==> config.mk <==
export PLATFORM = sky130hd
export DESIGN_NAME = video_timing_decoder
export DESIGN_NICKNAME = d
export VERILOG_FILES = /design/src/rtl/video_timing_pkg.sv /design/src/rtl/sync_edge_detector.sv /design/src/rtl/video_timing_decoder.sv
export SDC_FILE = /design/constraint.sdc
export NUM_CORES = 1
export LEC_CHECK = 0
export ABC_AREA = 1
export CAP_MARGIN = 20
export CORE_MARGIN = 10
export CORE_UTILIZATION = 30
export CTS_CLUSTER_DIAMETER = 150
export DETAILED_ROUTE_END_ITERATION = 12
export PLACE_DENSITY_LB_ADDON = 0.3
export SYNTH_ARGS = -nofsm -noshare
export SYNTH_HDL_FRONTEND = slang
export SYNTH_SLANG_ARGS = --single-unit
==> constraint.sdc <==
create_clock -name clk_rgb -period 2.25 [get_ports clk_rgb]
set_input_delay 0.45 -clock clk_rgb [delete_from_list [all_inputs] [get_ports clk_rgb]]
set_output_delay 0.45 -clock clk_rgb [all_outputs]
set_load 0.005 [all_outputs]
==> src/rtl/video_timing_pkg.sv <==
// video_timing_pkg
//   Shared types and default 720p raster geometry for the video timing blocks
//   (pixel_iterator on the transmit side, video_timing_decoder on the receive side).
//   No ports.
package video_timing_pkg;

  // Lock state machine of the decoder.
  typedef enum logic [1:0] {
    SEARCH  = 2'd0,
    MEASURE = 2'd1,
    LOCKED  = 2'd2
  } vtd_state_t;

  // Default 1280x720p60 timing.
  localparam int   DEF_HOR_TOTAL_PIXELS  = 1650;
  localparam int   DEF_HOR_ACTIVE_PIXELS = 1280;
  localparam logic DEF_HOR_SYNC_POLARITY = 1'b1;
  localparam int   DEF_VER_TOTAL_PIXELS  = 750;
  localparam int   DEF_VER_ACTIVE_PIXELS = 720;
  localparam logic DEF_VER_SYNC_POLARITY = 1'b1;
  localparam int   DEF_LOCK_FRAMES       = 2;

endpackage

==> src/rtl/sync_edge_detector.sv <==
// sync_edge_detector
//   Two-stage sampler for one raster control signal. Stage 1 captures the
//   input normalised so that 1 means "asserted"; stage 2 is stage 1 delayed
//   by one enabled cycle. Edges are stage 1 versus stage 2.
// Ports
//   clk_rgb  in   pixel clock
//   rst      in   synchronous active-high reset (both stages clear to deasserted)
//   ce       in   clock enable, low freezes both stages
//   sig_i    in   raw input signal
//   level_o  out  normalised stage-1 level
//   rise_o   out  asserting edge (stage1 & ~stage2)
//   fall_o   out  deasserting edge (~stage1 & stage2)
module sync_edge_detector #(
  parameter logic POLARITY = 1'b1
) (
  input  logic clk_rgb,
  input  logic rst,
  input  logic ce,
  input  logic sig_i,
  output logic level_o,
  output logic rise_o,
  output logic fall_o
);

  logic s1_q, s2_q;

  always_ff @(posedge clk_rgb) begin
    if (rst) begin
      s1_q <= 1'b0;
      s2_q <= 1'b0;
    end else if (ce) begin
      s1_q <= (sig_i == POLARITY);
      s2_q <= s1_q;
    end
  end

  assign level_o = s1_q;
  assign rise_o  = s1_q & ~s2_q;
  assign fall_o  = ~s1_q & s2_q;

endmodule

==> src/rtl/video_timing_decoder.sv <==
// video_timing_decoder
//   Receive-side raster decoder: recovers x/y pixel coordinates and line/frame
//   strobes from an hs/vs/de stream, measures line and frame geometry, and
//   declares lock after LOCK_FRAMES consecutive clean frames.
//   Optional build macro VIDEO_TIMING_DECODER_ERR_CNT_EN adds err_count.
// Ports
//   clk_rgb, rst, ce     pixel clock, sync active-high reset, clock enable
//   hs, vs, de           incoming raster (hs/vs polarity set by parameters)
//   x, y, active         recovered coordinates, valid while active
//   frame_start          1-cycle pulse on vs asserting edge
//   line_start           1-cycle pulse on hs asserting edge
//   hor_total            last measured line length in clocks
//   ver_total            last measured frame length in lines
//   locked               geometry matched for LOCK_FRAMES frames
//   mismatch             1-cycle pulse on any geometry violation
//   err_count            (macro only) saturating count of mismatch pulses
// All outputs are registered; input-to-output latency is 2 enabled cycles.
module video_timing_decoder
  import video_timing_pkg::*;
#(
  parameter int   HOR_TOTAL_PIXELS  = DEF_HOR_TOTAL_PIXELS,
  parameter int   HOR_ACTIVE_PIXELS = DEF_HOR_ACTIVE_PIXELS,
  parameter logic HOR_SYNC_POLARITY = DEF_HOR_SYNC_POLARITY,
  parameter int   VER_TOTAL_PIXELS  = DEF_VER_TOTAL_PIXELS,
  parameter int   VER_ACTIVE_PIXELS = DEF_VER_ACTIVE_PIXELS,
  parameter logic VER_SYNC_POLARITY = DEF_VER_SYNC_POLARITY,
  parameter int   LOCK_FRAMES       = DEF_LOCK_FRAMES,
  localparam int  X_WIDTH = $clog2(HOR_ACTIVE_PIXELS),
  localparam int  Y_WIDTH = $clog2(VER_ACTIVE_PIXELS),
  localparam int  HT_W    = $clog2(HOR_TOTAL_PIXELS + 1),
  localparam int  VT_W    = $clog2(VER_TOTAL_PIXELS + 1)
) (
  input  logic               clk_rgb,
  input  logic               rst,
  input  logic               ce,
  input  logic               hs,
  input  logic               vs,
  input  logic               de,
  output logic [X_WIDTH-1:0] x,
  output logic [Y_WIDTH-1:0] y,
  output logic               active,
  output logic               frame_start,
  output logic               line_start,
  output logic [HT_W-1:0]    hor_total,
  output logic [VT_W-1:0]    ver_total,
  output logic               locked,
  output logic               mismatch
`ifdef VIDEO_TIMING_DECODER_ERR_CNT_EN
  ,
  output logic [15:0]        err_count
`endif
);

  localparam int MW = $clog2(LOCK_FRAMES + 1);

  localparam logic [HT_W-1:0]    HSAT    = '1;
  localparam logic [HT_W-1:0]    HSAT_M1 = HSAT - 1'b1;
  localparam logic [VT_W-1:0]    VSAT    = '1;
  localparam logic [HT_W-1:0]    HT_L    = HT_W'(HOR_TOTAL_PIXELS);
  localparam logic [HT_W-1:0]    HA_L    = HT_W'(HOR_ACTIVE_PIXELS);
  localparam logic [VT_W-1:0]    VT_L    = VT_W'(VER_TOTAL_PIXELS);
  localparam logic [VT_W-1:0]    VA_L    = VT_W'(VER_ACTIVE_PIXELS);
  localparam logic [Y_WIDTH-1:0] Y_LAST  = Y_WIDTH'(VER_ACTIVE_PIXELS - 1);

  // ---------------- input stage ----------------
  logic hs_lvl, hs_rise, hs_fall;
  logic vs_lvl, vs_rise, vs_fall;
  logic de_lvl, de_rise, de_fall;

  sync_edge_detector #(.POLARITY(HOR_SYNC_POLARITY)) u_hs (
    .clk_rgb(clk_rgb), .rst(rst), .ce(ce), .sig_i(hs),
    .level_o(hs_lvl), .rise_o(hs_rise), .fall_o(hs_fall));
  sync_edge_detector #(.POLARITY(VER_SYNC_POLARITY)) u_vs (
    .clk_rgb(clk_rgb), .rst(rst), .ce(ce), .sig_i(vs),
    .level_o(vs_lvl), .rise_o(vs_rise), .fall_o(vs_fall));
  sync_edge_detector #(.POLARITY(1'b1)) u_de (
    .clk_rgb(clk_rgb), .rst(rst), .ce(ce), .sig_i(de),
    .level_o(de_lvl), .rise_o(de_rise), .fall_o(de_fall));

  logic unused_edges;
  assign unused_edges = ^{hs_lvl, hs_fall, vs_lvl, vs_fall};

  // ---------------- state ----------------
  logic [HT_W-1:0]    hcnt_q, hcnt_d, acnt_q, acnt_d, hor_total_q, hor_total_d, hlen;
  logic [VT_W-1:0]    vcnt_q, vcnt_d, alcnt_q, alcnt_d, ver_total_q, ver_total_d, alines;
  logic [X_WIDTH-1:0] x_q, x_d;
  logic [Y_WIDTH-1:0] y_q, y_d;
  logic               active_q, line_start_q, frame_start_q, mismatch_q, locked_q;
  logic               skip_q;
  logic [MW-1:0]      match_q;
  vtd_state_t         state_q;
  logic               line_err, frame_err, sat_err, err, chk_en;

  // Line checks are off in SEARCH and for the first line after leaving it,
  // since that line may have started before measurement began.
  assign chk_en = (state_q != SEARCH) && !skip_q;

  always_comb begin
    hcnt_d      = hcnt_q;
    acnt_d      = acnt_q;
    hor_total_d = hor_total_q;
    vcnt_d      = vcnt_q;
    alcnt_d     = alcnt_q;
    ver_total_d = ver_total_q;
    x_d         = x_q;
    y_d         = y_q;
    line_err    = 1'b0;
    frame_err   = 1'b0;
    sat_err     = 1'b0;
    // Line length counts the edge cycle itself, hence hcnt+1.
    hlen   = (hcnt_q == HSAT) ? HSAT : hcnt_q + 1'b1;
    // Active-line count including a de fall landing on this very cycle.
    alines = (de_fall && alcnt_q != VSAT) ? alcnt_q + 1'b1 : alcnt_q;

    if (hs_rise) begin
      hcnt_d      = '0;
      hor_total_d = hlen;
      acnt_d      = de_lvl ? HT_W'(1) : '0;
      line_err    = chk_en && ((hlen != HT_L) || (acnt_q != '0 && acnt_q != HA_L));
    end else begin
      hcnt_d  = hlen;
      // Fires once, on the step into saturation.
      sat_err = (hcnt_q == HSAT_M1);
      if (de_lvl && acnt_q != HSAT) acnt_d = acnt_q + 1'b1;
    end

    if (vs_rise) begin
      vcnt_d      = '0;
      alcnt_d     = '0;
      ver_total_d = vcnt_q;
      frame_err   = (state_q != SEARCH) && ((vcnt_q != VT_L) || (alines != VA_L));
    end else begin
      if (hs_rise && vcnt_q != VSAT) vcnt_d = vcnt_q + 1'b1;
      alcnt_d = alines;
    end

    if (de_rise)     x_d = '0;
    else if (de_lvl) x_d = x_q + 1'b1;

    if (vs_rise)                      y_d = '0;
    else if (de_fall && y_q != Y_LAST) y_d = y_q + 1'b1;
  end

  assign err = line_err | frame_err | sat_err;

  // ---------------- datapath registers ----------------
  always_ff @(posedge clk_rgb) begin
    if (rst) begin
      hcnt_q        <= '0;
      acnt_q        <= '0;
      hor_total_q   <= '0;
      vcnt_q        <= '0;
      alcnt_q       <= '0;
      ver_total_q   <= '0;
      x_q           <= '0;
      y_q           <= '0;
      active_q      <= 1'b0;
      line_start_q  <= 1'b0;
      frame_start_q <= 1'b0;
    end else if (ce) begin
      hcnt_q        <= hcnt_d;
      acnt_q        <= acnt_d;
      hor_total_q   <= hor_total_d;
      vcnt_q        <= vcnt_d;
      alcnt_q       <= alcnt_d;
      ver_total_q   <= ver_total_d;
      x_q           <= x_d;
      y_q           <= y_d;
      active_q      <= de_lvl;
      line_start_q  <= hs_rise;
      frame_start_q <= vs_rise;
    end else begin
      line_start_q  <= 1'b0;
      frame_start_q <= 1'b0;
    end
  end

  // ---------------- lock FSM ----------------
  always_ff @(posedge clk_rgb) begin
    if (rst) begin
      state_q    <= SEARCH;
      match_q    <= '0;
      skip_q     <= 1'b1;
      locked_q   <= 1'b0;
      mismatch_q <= 1'b0;
    end else if (ce) begin
      mismatch_q <= err;
      if (state_q == SEARCH || err) skip_q <= 1'b1;
      else if (hs_rise)             skip_q <= 1'b0;
      if (err) begin
        state_q  <= SEARCH;
        match_q  <= '0;
        locked_q <= 1'b0;
      end else begin
        unique case (state_q)
          SEARCH: if (vs_rise) begin
            state_q <= MEASURE;
            match_q <= '0;
          end
          MEASURE: if (vs_rise) begin
            match_q <= match_q + 1'b1;
            if (int'(match_q) + 1 >= LOCK_FRAMES) begin
              state_q  <= LOCKED;
              locked_q <= 1'b1;
            end
          end
          LOCKED: ;
          default: begin
            state_q  <= SEARCH;
            locked_q <= 1'b0;
          end
        endcase
      end
    end else begin
      mismatch_q <= 1'b0;
    end
  end

`ifdef VIDEO_TIMING_DECODER_ERR_CNT_EN
  logic [15:0] err_count_q;
  always_ff @(posedge clk_rgb) begin
    if (rst)                                    err_count_q <= '0;
    else if (ce && err && err_count_q != 16'hFFFF) err_count_q <= err_count_q + 1'b1;
  end
  assign err_count = err_count_q;
`endif

  assign x           = x_q;
  assign y           = y_q;
  assign active      = active_q;
  assign frame_start = frame_start_q;
  assign line_start  = line_start_q;
  assign hor_total   = hor_total_q;
  assign ver_total   = ver_total_q;
  assign locked      = locked_q;
  assign mismatch    = mismatch_q;

endmodule

==> summary by stage, run 1 <==
CTS
The H-tree depth is 3. The number of sinks handled by clock tree synthesis is 99. In this run the deepest clock path goes through 2 buffers. The TritonCTS clock tree is done. TritonCTS created 9 clock buffers. The insertion delay of the later-clocked pin in the worst-skew pair is 360 ps. The clock transition at the registers of the reported paths is 70 ps. The clock root buffer is sky130_fd_sc_hd__clkbuf_16.

Synthesis
Summed over its instances, the top area cell type makes up 40.7% of the synthesized netlist area. In this run the cell area of the synthesized design comes to 0.00486 mm2. sky130_fd_sc_hd__dfxtp_1 takes more of the synthesized area than any other cell. After synthesis, the share of flip-flops with an asynchronous set or reset is 0%. The synthesized design contains 0 enable-type register cells. Sorting the synthesized cells by area gives the leading types as sky130_fd_sc_hd__dfxtp_1 41%, sky130_fd_sc_hd__nand2_1 13%, sky130_fd_sc_hd__inv_1 6.9%.

Of the synthesized area, sequential elements account for 40.7%. The synthesized netlist cell count is 700. In the synthesized netlist, the cells that appear most often are 169 x sky130_fd_sc_hd__nand2_1, 99 x sky130_fd_sc_hd__dfxtp_1, 90 x sky130_fd_sc_hd__inv_1, 72 x sky130_fd_sc_hd__nor2_1, 58 x sky130_fd_sc_hd__a21oi_1.

Counting distinct cell types in the post-synthesis netlist gives 40. In this run the mean area of a mapped cell was 6.95 um2. The most used standard cell by instance count after synthesis is sky130_fd_sc_hd__nand2_1. The synthesized flop and latch total is 99.

When the netlist entered floorplanning its net count stood at 716. The count of warnings emitted by yosys is 0. The most instantiated flip-flop cell in the synthesis netlist is sky130_fd_sc_hd__dfxtp_1.

Timing
The shortest clock period the worst path allows after layout is 2180 ps. Across all setup checks in the final design, the least slack found is 72.5 ps. Setup repair after global routing could not meet its margin everywhere.

The relative slew slack is 71.0%. The worst setup skew after layout is 7.20 ps. The number of pins exceeding their max-slew limit in the final report was 0. The sum of negative setup slack is 0 ps. The number of failing hold endpoints at the final stage was 0.

The maximum clock frequency is 459 MHz. In the finished design, the share of the clock period the worst path needs comes to 96.8%. The slew at the pin closest to its max-slew limit is 431 ps. The worst hold margin is 463 ps.

Setup violations remaining at the end of the flow were counted as 0.

Worst setup path
The startpoint identified for the worst register-to-register timing path is hcnt_q[0]. The capturing point of the worst reg2reg path is locked. The maximum net fanout on the critical path is 5. Counting cells, the worst reg-to-reg path comes to 15. The required time reported for the critical path endpoint is 2550 ps. The critical path startpoint category is a flip-flop.

The worst setup slack for register-to-register paths is 70 ps. The setup path with the least slack is of type flip-flop to flip-flop. The worst setup path is captured at a flip-flop. The arrival time at the worst endpoint is 2480 ps.

Detailed routing
The number of optimization iterations in the first detailed-route pass is 4. The routed length on met1 is 6390 um. The vias per cell is 4.57. The average routed wire per standard cell is 12.5 um. In the detailed route, the total length drawn on met3 is 413 um. The number of DRC violations after detailed routing is 0. The final wirelength is 13000 um.

In the detailed route, the total length drawn on met2 is 6010 um. After the first detailed-routing iteration, the DRC count stood at 211. The highest routed metal layer is met4. The detail route stage leaves a number of antenna-violating nets equal to 0. The total number of vias is 4765.

Final layout
The count of placed standard cells in the final layout, fillers left out is 1042. The net total in the final layout is 837. The area growth from synthesis to layout is 38.1%. After routing the design area is 0.00672 mm2. 0 antenna diodes ended up in the layout. In the final layout, the share of cells above drive strength 1 is 22.3%.

The layout has 1639 filler cells.

Power and ir drop
For this design the static power due to leakage is 2.55 nW. Dividing total power by cell area gives a power density of 590 mW/mm2. The peak ir drop on the vdd network is 423 uV.

Place
The final weighted congestion in routability-driven placement is 0.884. OpenSTA, run right after detailed placement, puts the worst setup slack at -114 ps. The count of input and output buffers is 52. The placed wire-length estimate after detailed placement is 9480 um.

The post-detailed-placement cell area is 0.00606 mm2. After detailed placement, the design holds a cell count of 1017.

Hold path
The type of the tightest min-delay check is flip-flop to flip-flop. The hold path startpoint is ver_total[9]. The path with the worst hold slack has its endpoint at ver_total[9].

The cell depth of the worst hold path is 2.

Die
The initial utilization of the core area, before any placement, comes to 30.6%. The total I/O pin count is 53. The floorplan step defined a die boundary enclosing 0.0217 mm2. The die boundary width is 147 um. Measured along the y axis, the die boundary spans 147 um.

After floorplanning, the core was divided into 46 placement rows. The total area inside the core boundary comes to 0.0159 mm2.

Run
Across the run, the number of max-cap violations was 0.

GRT
The pin count of the biggest net entering global routing is 34. Global routing finished with a remaining overflow of 0. The number of global-route vias before repair is 4424. The overall fraction of global-route tracks in use is 11.8%.

The first global-routing pass estimated 21300 um of wire. The number of antenna violations at the first check in global routing is 0.

Status
The flow ran to the end, and the final reports show no timing, DRC or antenna violations.
## report_power, final
| part | internal, W | total (W) | switching (W) |
|---|---|---|---|
| Sequential | 0.00179 | 0.00182 | 0.0000340 |
| Combinational | 0.000190 | 0.000455 | 0.000265 |
| Clock | 0.000982 | 0.00169 | 0.000703 |
## what timing repair did
item / CTS / global route
gates cloned: 0 / 1
gates resized for setup: 3 / 85
hold buffers: 0 / 0
pin swaps: 1 / 39
setup endpoints to repair: 1 / 14
buffers inserted: 0 / 8
## cell usage in the layout (no fill, tap or decap), types with 3 or more instances in the layout
master,instances
sky130_fd_sc_hd__nand2_1,151
sky130_fd_sc_hd__inv_1,83
sky130_fd_sc_hd__dfxtp_1,83
sky130_fd_sc_hd__buf_4,69
sky130_fd_sc_hd__nor2_1,57
sky130_fd_sc_hd__a21oi_1,57
sky130_fd_sc_hd__clkdlybuf4s50_1,52
sky130_fd_sc_hd__nand3_1,40
sky130_fd_sc_hd__o21ai_0,35
sky130_fd_sc_hd__nor3_1,26
sky130_fd_sc_hd__nand2_2,22
sky130_fd_sc_hd__nor2_2,15
sky130_fd_sc_hd__nand4_1,15
sky130_fd_sc_hd__dfxtp_2,13
sky130_fd_sc_hd__inv_2,9
sky130_fd_sc_hd__nand3_2,9
sky130_fd_sc_hd__clkbuf_16,9
sky130_fd_sc_hd__a211oi_1,8
sky130_fd_sc_hd__ha_1,6
sky130_fd_sc_hd__nor2_4,5
sky130_fd_sc_hd__a31oi_1,5
sky130_fd_sc_hd__nand3_4,4
sky130_fd_sc_hd__nand2_4,4
sky130_fd_sc_hd__o21a_1,3
sky130_fd_sc_hd__nor4_1,3
sky130_fd_sc_hd__nor3b_1,3
sky130_fd_sc_hd__ha_4,3
sky130_fd_sc_hd__dfxtp_4,3
## metrics by stage
step | total power (W) | util [%]
floorplan | 0.00211 | -
global placement | 0.00228 | 38.2
detailed placement | 0.00228 | 38.2
CTS | 0.00398 | 40.3
global route | 0.00415 | 42.3
finish | 0.00396 | 42.3
## worst max path at each step
stage | from | endpoint | slack, ps | cells past startpoint
after global routing | hcnt_q[2] | locked | -80 | 15
after detailed placement | ce | x[10] | -110 | 11
after global placement | ce | x[10] | -80 | 11
after floorplan | hcnt_q[0] | locked | 210 | 15
final | hcnt_q[0] | locked | 70 | 15
after CTS | hcnt_q[0] | state_q[0] | 40 | 15
## per-layer routing
layer	track usage, %	vias to the layer above
li1	-	2541
met1	15.1	2162
met3	2.95	10
met5	0	-
met4	4.21	0
met2	18.6	52
## cell families (layout without fill, tap and decap cells)
kind of cell	after synthesis	after routing	share of synthesized area, %
fa+ha+maj	10	10	2.57
compound gates	118	118	13.8
xor+xnor	5	5	0.900
flops	99	99	40.7
simple gates	359	360	33.1
buf+inv	109	234	8.92
## cell type report
type	instances	area [um2]	share of cell area, %
Multi-Input combinational cell	493	2680	39.9
Clock inverter	7	98.8	1.47
Sequential cell	99	2010	29.9
Tap cell	216	270	4.02
Timing Repair Buffer	123	1070	15.9
Clock buffer	9	225	3.35
Inverter	95	362	5.38
## sequential cells by signal, indices dropped and copies added, names as in the netlist
| signal | count |
|---|---|
| match_q | 2 |
| u_de.s2_q | 1 |
| frame_start | 1 |
| y | 10 |
| state_q | 2 |
| alcnt_q | 10 |
| hcnt_q | 11 |
| x | 11 |
| vcnt_q | 10 |
| ver_total | 10 |
| locked | 1 |
| hor_total | 11 |
| skip_q | 1 |
| u_vs.level_o | 1 |
| u_vs.s2_q | 1 |
| acnt_q | 11 |
| line_start | 1 |
| mismatch | 1 |
| u_hs.s2_q | 1 |
| u_de.level_o | 1 |
| u_hs.level_o | 1 |
## critical path, cell delays in order, from the launching register on
cell,delay (ps)
sky130_fd_sc_hd__dfxtp_4,380
sky130_fd_sc_hd__ha_4,160
sky130_fd_sc_hd__nand3_4,120
sky130_fd_sc_hd__nor2_4,170
sky130_fd_sc_hd__nand2_2,80
sky130_fd_sc_hd__nand2_2,80
sky130_fd_sc_hd__nand4_1,110
sky130_fd_sc_hd__nor2_2,100
sky130_fd_sc_hd__nand3_1,130
sky130_fd_sc_hd__a21oi_4,240
sky130_fd_sc_hd__nand3_4,130
sky130_fd_sc_hd__nand2_4,130
sky130_fd_sc_hd__nand2_4,70
sky130_fd_sc_hd__nand2_4,70
sky130_fd_sc_hd__nand2_2,50
sky130_fd_sc_hd__a21oi_2,100
Power figures use the tool's default switching activity.
==> inputs of run 2 (changes only) <==
--- a/config.mk
+++ b/config.mk
@@ -11,7 +11,7 @@
 export CORE_UTILIZATION = 30
 export CTS_CLUSTER_DIAMETER = 150
 export DETAILED_ROUTE_END_ITERATION = 12
-export PLACE_DENSITY_LB_ADDON = 0.3
+export PLACE_DENSITY = 0.49
 export SYNTH_ARGS = -nofsm -noshare
 export SYNTH_HDL_FRONTEND = slang
 export SYNTH_SLANG_ARGS = --single-unit
==> run 2 against run 1 <==
Largest cell class unchanged. Clock power is 14% lower. Highest routed layer unchanged. Critical path depth is 1 higher. Critical endpoint unchanged. Final area fell by 1.0%. Die area unchanged. Setup slack got worse by 37 ps. Register-to-register slack worse by 40 ps.
==> summary by stage, run 2 (synthesized netlist as in run 1, its figures left out) <==
Status
The flow ran to the end, and the final reports show no timing, DRC or antenna violations.

CTS
The total CTS buffers is 9. The maximum buffer depth of the clock tree is 2. The insertion delay of the later-clocked pin in the worst-skew pair is 360 ps. The cts-stage hold buffer count is 0. The clock net in this run drives a total of 99 sinks. The H-tree depth is 3. The tree is rooted in a sky130_fd_sc_hd__clkbuf_16. Clock-pin slew was measured on the worst setup and hold paths at 70 ps. TritonCTS built the clock tree.

Detailed routing
The final wirelength is 13600 um. The first detailed-routing pass took 4 iterations. The detail route stage leaves a number of antenna-violating nets equal to 0. The vias per cell is 4.69. In the routed design, unresolved DRC markers number 0. For this block, the via count after detailed routing is 4897. The number of DRC violations after detailed-routing iteration 0 is 296.

The average routed wire per standard cell is 13.1 um.

Worst setup path
The critical path's top delay family is simple AND/OR/NAND/NOR gates. The type of destination of the critical path is a flip-flop. The class of the most critical setup path is flip-flop to flip-flop. The critical path goes through inv_2 > ha_1 > nand2_1 > nor2_2 > nand3_1 > nor2_2 > nand3_1 > nor2_2 > nand3_2 > a21oi_4 > nand3_4 > nand2_4 > nand2_4 > nand2_4 > nand2_2 > a21oi_2. The critical path startpoint category is a flip-flop.

The cell with the largest stage delay on the worst path is sky130_fd_sc_hd__dfxtp_1. The maximum net fanout on the critical path is 5. Counting both buffers and inverters, the worst setup path holds a total of 1. For the worst setup path, the data arrival time is 2510 ps. The largest single stage delay on the critical path is 350 ps.

The required time reported for the critical path endpoint is 2550 ps.

Timing
The slew at the pin closest to its max-slew limit is 374 ps. In the finished design, the share of the clock period the worst path needs comes to 98.4%. The setup-violating endpoint count in the final report is 0. Setup repair after global routing could not meet its margin everywhere. The routed design could run at a clock period as short as 2210 ps. The number of pins exceeding their max-slew limit in the final report is 0. The number of failing hold endpoints at the final stage came to 0. The relative slew slack is 74.9%. In the final timing run, aggregate negative setup slack is 0 ps. Derived from the worst setup path, the maximum achievable clock frequency is 452 MHz. Setup slack closes at 35.6 ps. The worst setup skew after layout is 9.01 ps.

Hold path
The type of the tightest min-delay check is flip-flop to flip-flop.

Die
The y dimension of the die is 147 um. The total area inside the core boundary comes to 0.0159 mm2. The initial utilization of the core area, before any placement, comes to 30.6%.

The die boundary width is 147 um. In this run the count of I/O pins placed on the die edge is 53. After floorplanning, the core was divided into 46 placement rows. The total die area is 0.0217 mm2.

Final layout
The most common cell after layout, fill and taps aside is sky130_fd_sc_hd__nand2_1. The net count of the finished layout is 839. Leaving out fill and tap cells, the most frequent cells in the layout are 157 x sky130_fd_sc_hd__nand2_1, 89 x sky130_fd_sc_hd__dfxtp_1, 87 x sky130_fd_sc_hd__inv_1.

0 antenna diodes ended up in the layout. The area growth from synthesis to layout is 36.7%. The post-route netlist has 20.2% of its cells at a drive strength greater than 1.

GRT
The layer with the highest usage after global routing is met2. The overflow left after global routing is 0. The number of global-route vias before repair is 4563. The wire length of the first global-routing pass is 21900 um. The number of antenna violations at the first check in global routing was 0. Global routing used 15.6% of the available met1 tracks. The routing usage on met2 is 19.2%. Global routing used 2.86% of the available met3 tracks. The pin count of the biggest net entering global routing is 27. In the global route stage, overall resource usage came out at 12.1%.

Run
The max-capacitance violation count is 0.

Place
Routability-driven placement finished with a final weighted congestion of 0.863. The placed wire-length estimate after detailed placement is 9920 um. The post-placement worst setup slack is -98.7 ps. The count of input and output buffers is 52.

Power and ir drop
In this run the static leakage power is 2.55 nW. The peak ir drop on the vdd network is 358 uV. The ratio of total power to cell area is 561 mW/mm2.
-- run 2: changes by cell type in the layout (fill, tap and decap cells not counted), moves of 3 or more --
cell,change
sky130_fd_sc_hd__nor2_1,+5
sky130_fd_sc_hd__nand2_2,-5
sky130_fd_sc_hd__inv_2,-4
sky130_fd_sc_hd__nand3_1,-3
sky130_fd_sc_hd__dfxtp_4,-3
sky130_fd_sc_hd__nor2_2,-5
sky130_fd_sc_hd__dfxtp_1,+6
sky130_fd_sc_hd__inv_1,+4
sky130_fd_sc_hd__nand2_1,+6
sky130_fd_sc_hd__dfxtp_2,-3
-- run 2: metrics by stage --
stage | power (W) | hold slack (ps) | instances | util (%) | cell area (um2)
detailed placement | 0.00229 | 447 | 1024 | 38.4 | 6100
floorplan | 0.00211 | 440 | 700 | - | 4860
finish | 0.00373 | 462 | 1044 | 41.9 | 6650
CTS | 0.00376 | 466 | 1041 | 40.3 | 6400
global route | 0.00391 | 478 | 1044 | 41.9 | 6650
global placement | 0.00228 | 446 | 1024 | 38.4 | 6100
-- run 2: final timing paths --
check	slack, ps	cells after the start	startpoint	to
max	40	16	acnt_q[0]	locked
min	460	2	ver_total[2]	ver_total[2]
max reg2reg	40	16	acnt_q[0]	locked
min reg2reg	460	2	ver_total[2]	ver_total[2]
-- run 2: tightest hold or removal path, cell delays in order, from the launching register on --
cell and delay (ps):
sky130_fd_sc_hd__dfxtp_1 330, sky130_fd_sc_hd__nand2_1 50, sky130_fd_sc_hd__o21ai_0 50
-- run 2: timing repair --
action	in CTS	in global routing
pin swaps	4	30
setup endpoints to repair	7	12
setup buffers	0	3
cloned	1	0
endpoints found under the hold margin	0	0
gates resized for setup	5	63
-- run 2: layout make-up --
type | instances | area, um2
Timing Repair Buffer | 125 | 1080
Tap cell | 216 | 270
Inverter | 95 | 362
Clock buffer | 10 | 229
Fill cell | 1640 | 9240
Clock inverter | 6 | 42.5
Multi-Input combinational cell | 493 | 2680
Sequential cell | 99 | 1990
-- run 2: routing by layer --
| metal | vias up | share of wire [%] |
|---|---|---|
| met2 | 77 | 46 |
| met5 | - | 0 |
| met1 | 2268 | 48 |
| met4 | 0 | 1.5 |
| li1 | 2541 | - |
| met3 | 11 | 4.1 |
-- run 2: power by group --
part	switching, W	total [W]	internal (W)
logic	0.000264	0.000448	0.000184
registers	0.0000327	0.00182	0.00179
clock network	0.000710	0.00146	0.000751
total	0.00101	0.00373	0.00273
